$ cat src/rtl/reciprocal_iter.sv
// reciprocal_iter: multi-cycle signed QM.N reciprocal (linear seed plus ITER Newton-Raphson steps)
module reciprocal_iter #(
  parameter int WIDTH = 16,
  parameter int FRAC  = 10,
  parameter int ITER  = 2
) (
  input  logic             i_clk,
  input  logic             i_rst,
  input  logic             i_valid,
  output logic             o_ready,
  input  logic [WIDTH-1:0] i_data,
  output logic             o_valid,
  input  logic             i_ready,
  output logic [WIDTH-1:0] o_data,
  output logic             o_div0
);
  localparam int IF = WIDTH + 2;
  localparam int XW = IF + 2;
  localparam int RW = 2 * XW;
  localparam int PW = $clog2(WIDTH + 1);
  localparam int CW = $clog2(ITER + 1);
  localparam logic [XW-1:0] C48 = XW'((64'd48 << IF) / 64'd17);
  localparam logic [XW-1:0] C32 = XW'((64'd32 << IF) / 64'd17);
  localparam logic [XW-1:0] TWO = XW'(64'd1 << (IF + 1));
  localparam logic [WIDTH-1:0] MAXW = {1'b0, {(WIDTH-1){1'b1}}};
  localparam logic [RW-1:0] MAXP = RW'(MAXW);

  typedef enum logic [2:0] {IDLE, NORM, SEED, MUL_A, MUL_B, DENORM, DONE} state_t;

  state_t           state_q, state_d;
  logic [WIDTH-1:0] op_q, op_d, data_q, data_d;
  logic             s_q, s_d, zero_q, zero_d, div0_q, div0_d, valid_q, valid_d;
  logic [PW-1:0]    p_q, p_d;
  logic [XW-1:0]    d_q, d_d, x_q, x_d, t_q, t_d;
  logic [CW-1:0]    it_q, it_d;

  logic [WIDTH:0]   ext, m;
  logic [PW-1:0]    p;
  logic [XW-1:0]    dn, ma, mb, prodf;
  logic [RW-1:0]    prod, r;
  logic [7:0]       sh;
  logic [WIDTH-1:0] rs, res;

  // One shared multiplier; operands are steered by the current phase.
  always_comb begin
    ext = {op_q[WIDTH-1], op_q};
    m = ext[WIDTH] ? -ext : ext;
    p = '0;
    for (int i = 0; i <= WIDTH; i++) p = m[i] ? PW'(i) : p;
    dn = XW'(m) << (IF - 1 - int'(p));
    ma = (state_q == SEED) ? C32 : (state_q == MUL_A) ? d_q : x_q;
    mb = (state_q == SEED) ? d_q : (state_q == MUL_A) ? x_q : TWO - t_q;
    prod = {{XW{1'b0}}, ma} * {{XW{1'b0}}, mb};
    prodf = XW'(prod >> IF);
    sh = 8'(2 * FRAC - 1 - IF) - 8'(p_q);
    r = sh[7] ? {{XW{1'b0}}, x_q} >> (-sh) : {{XW{1'b0}}, x_q} << sh;
    rs = (r > MAXP) ? MAXW : r[WIDTH-1:0];
    res = s_q ? -rs : rs;
  end

  always_comb begin
    state_d = state_q;
    op_d = op_q;
    s_d = s_q;
    zero_d = zero_q;
    p_d = p_q;
    d_d = d_q;
    x_d = x_q;
    t_d = t_q;
    it_d = it_q;
    data_d = data_q;
    div0_d = div0_q;
    valid_d = valid_q;
    case (state_q)
      IDLE: begin
        op_d = i_valid ? i_data : op_q;
        state_d = i_valid ? NORM : IDLE;
      end
      NORM: begin
        s_d = op_q[WIDTH-1];
        zero_d = (m == '0);
        p_d = p;
        d_d = dn;
        state_d = (m == '0) ? DENORM : SEED;
      end
      SEED: begin
        x_d = C48 - prodf;
        it_d = '0;
        state_d = MUL_A;
      end
      MUL_A: begin
        t_d = prodf;
        state_d = MUL_B;
      end
      MUL_B: begin
        x_d = prodf;
        it_d = it_q + CW'(1);
        state_d = (it_q == CW'(ITER - 1)) ? DENORM : MUL_A;
      end
      DENORM: begin
        data_d = zero_q ? MAXW : res;
        div0_d = zero_q;
        valid_d = 1'b1;
        state_d = DONE;
      end
      DONE: begin
        valid_d = !i_ready;
        state_d = i_ready ? IDLE : DONE;
      end
      default: state_d = IDLE;
    endcase
  end

  always_ff @(posedge i_clk or posedge i_rst) begin
    if (i_rst) begin
      state_q <= IDLE;
      op_q <= '0;
      s_q <= 1'b0;
      zero_q <= 1'b0;
      p_q <= '0;
      d_q <= '0;
      x_q <= '0;
      t_q <= '0;
      it_q <= '0;
      data_q <= '0;
      div0_q <= 1'b0;
      valid_q <= 1'b0;
    end else begin
      state_q <= state_d;
      op_q <= op_d;
      s_q <= s_d;
      zero_q <= zero_d;
      p_q <= p_d;
      d_q <= d_d;
      x_q <= x_d;
      t_q <= t_d;
      it_q <= it_d;
      data_q <= data_d;
      div0_q <= div0_d;
      valid_q <= valid_d;
    end
  end

  assign o_ready = (state_q == IDLE);
  assign o_valid = valid_q;
  assign o_data = data_q;
  assign o_div0 = div0_q;
endmodule
$ cat config.mk
export PLATFORM = sky130hd
export DESIGN_NAME = reciprocal_iter
export DESIGN_NICKNAME = d
export VERILOG_FILES = /design/src/rtl/reciprocal_iter.sv
export SDC_FILE = /design/constraint.sdc
export NUM_CORES = 2
export LEC_CHECK = 0
export BUFFER_PORTS_ARGS = -buffer_cell sky130_fd_sc_hd__buf_2
export CAP_MARGIN = 25
export CORE_ASPECT_RATIO = 0.75
export CORE_UTILIZATION = 66
export CTS_CLUSTER_DIAMETER = 200
export DETAILED_ROUTE_END_ITERATION = 6
export HOLD_SLACK_MARGIN = 0.12
export PLACE_DENSITY = 0.82
export SLEW_MARGIN = 10
export SYNTH_ARGS = -nofsm -noshare
export SYNTH_HDL_FRONTEND = slang
export SYNTH_SLANG_ARGS = --single-unit
$ cat constraint.sdc
create_clock -name i_clk -period 10.4 [get_ports i_clk]
set_input_delay 0 -clock i_clk [delete_from_list [all_inputs] [get_ports i_clk]]
set_output_delay 0 -clock i_clk [all_outputs]
set_load 0.005 [all_outputs]
==> results.toml <==
[floorplanning]
ios = 39
die-area_um2 = 35600
die_h_um = 164
rows = 58
coreArea_um2 = 33900
start_util_pct = 67.8
fp.dieW_um = 217

[detailed_routing]
drt-total-wl_um = 77100
postRouteAntennaNets = 0
firstDrtPassIters = 6
drc_errors = 0
vias = 21300
routed_via_density = 6.59
wire_per_inst_um = 23.8
dr.first_iter.drc_count = 2876

[synth]
seq_area_frac_synth_pct = 11.5
avgSynthCellArea_um2 = 8.26
ys.warnings.count = 0
async_reset_ff_share_pct = 100
synthesis.nets = 3264
netlist_instances = 2782
ys_seq_elements = 106
synth.cell_area_um2 = 23000
synth_cell_types = 109
synth_edf_count = 0
synth_flop_cell = "dfrtp_1"

[global_route]
overflow = 0
grt_max_degree = 97
grt_pass1_vias = 21300
antenna_found_initial = 0
grt_pass1_wl_um = 120000
grt.total_usage_pct = 44.7

[setup_path]
worst_path_most_repeated_cell = "fa_1"
cp-start-kind = "register"
crit_required_ps = 10650
critPathTopFamily = "adder cells"
cpMaxStageDelayCell = "or4_1"
r2r_cells = 33
end_kind = "register"
cp_num_buf_inv = 5
cp_max_fo = 5
r2r_end = "x_q[18]"
cp_slowest_stage_delay_ps = 610
rrSetupSlack_ps = 300
worstSetupPathType = "register to register"
r2r_start = "t_q[5]"
worstPathArrival_ps = 10350

[final_layout]
final_common_cell = "inv_1"
area_growth_syn_to_layout_pct = 5.63
drive_gt1_share_pct = 9.12
layout_common_cells = "inv_1 (412), nand2_1 (403), fa_1 (318), nor2_1 (275), ha_1 (144)"
post-route-util_pct = 71.6
final_nets = 3263

[sta]
hold_ws_ps = 181
fmax_ghz = 0.0990
final.setup_skew_ps = 13.9
relSlewSlack_pct = 38.2
final.period_utilization_pct = 97.1
tightest_slew_ps = 921
period_needed_ps = 10100
hold_violations = 0
final_max_slew_viol_count = 0
fin_setup_tns_ps = 0
setup_viol = 0
setup_ws_ps = 303

[clock_tree]
h-tree-depth = 3
cts_buffer_depth = 2
clock_sinks = 106
cts_inserted_buffers = 9
clkTransAtPathRegs_ps = 80
insertion_delay_ps = 380
cts_tree = "yes"
cts.root.buffer_cell = "clkbuf_16"

[worst_hold_path]
hp-class = "input port to async pin"

[placement]
numPortBuffers = 38
routabilityCongestion = 1.05
hpwl_um = 61500
dp_slack_ps = 299

[run_status]
status = "finished clean"

[flow_run]
max-cap-violations = 0
-- cells in the mapped netlist (49+ instances only) --
| master | n | area share (%) |
|---|---|---|
| ha_1 | 144 | 7.8 |
| fa_1 | 318 | 28 |
| inv_1 | 413 | 6.7 |
| dfrtp_1 | 106 | 12 |
| nor2_1 | 275 | 4.5 |
| mux2_2 | 49 | 2.4 |
| a21oi_1 | 99 | 2.2 |
| clkbuf_1 | 114 | 1.9 |
| mux2i_1 | 77 | 3.4 |
| xnor2_1 | 52 | 2.0 |
| o21ai_0 | 96 | 2.1 |
| nand2_1 | 403 | 6.6 |
-- logic make-up (layout without fill, tap and decap cells) --
logic type	Yosys count	count (layout)	share of synthesized area (%)
xor+xnor	84	84	3.35
flops	106	106	11.5
other cells	0	2	0
simple gates	914	914	17.6
fa+ha+maj	462	462	35.6
compound gates	507	507	15.3
buf+inv	570	574	9.69
mux	139	139	6.94
-- routing by layer --
layer,part of all wire [%],track usage [%],up-vias
met5,0,0,-
met4,3.4,13.1,0
met3,16,15.4,249
met2,41,63.5,1533
met1,40,64.0,10400
li1,-,-,9180
-- flip-flops by register name, indices dropped and copies added, names as in the netlist --
name     flops
p_q          5
x_q         20
o_valid      1
op_q        16
d_q         20
o_data      16
o_div0       1
it_q         2
zero_q       1
s_q          1
t_q         20
state_q      3
-- cell type report --
cell class                      count  area, um^2
Sequential cell                   106        2650
Antenna cell                        2        5.00
Tap cell                          450         563
Clock inverter                      7        87.6
Clock buffer                        9         225
Inverter                          417        1570
Multi-Input combinational cell   2106       18100
Timing Repair Buffer              141        1030
Fill cell                        2631        9630
-- tightest hold or removal path: cells and delay by family --
family | cells | cell delay, ps
buf+inv | 3 | 980
-- how the worst max path moves through the flow --
stage / endpoint / depth (start not counted) / from / slack, ps
CTS: x_q[18] / 33 / t_q[5] / 250
global route: x_q[18] / 33 / t_q[5] / -20
floorplan: x_q[18] / 37 / t_q[5] / 1020
finish: x_q[18] / 33 / t_q[5] / 300
detailed placement: x_q[18] / 33 / t_q[5] / 300
global placement: x_q[18] / 37 / t_q[4] / 580
-- metrics by stage --
stage,instance area (um^2),cells
finish,24300,3238
global route,24300,3236
CTS,24200,3235
detailed placement,23700,3200
global placement,23700,3200
floorplan,23000,2782
-- repair_timing --
item                       CTS  global route
buffers inserted             0             0
hold buffers                19             0
hold endpoints to repair    50             0
setup endpoints to repair    0             5
gates resized for setup      0             5
Power is not shown: default switching activity piles up to over one toggle a cycle in this logic, so the estimate is an artifact.
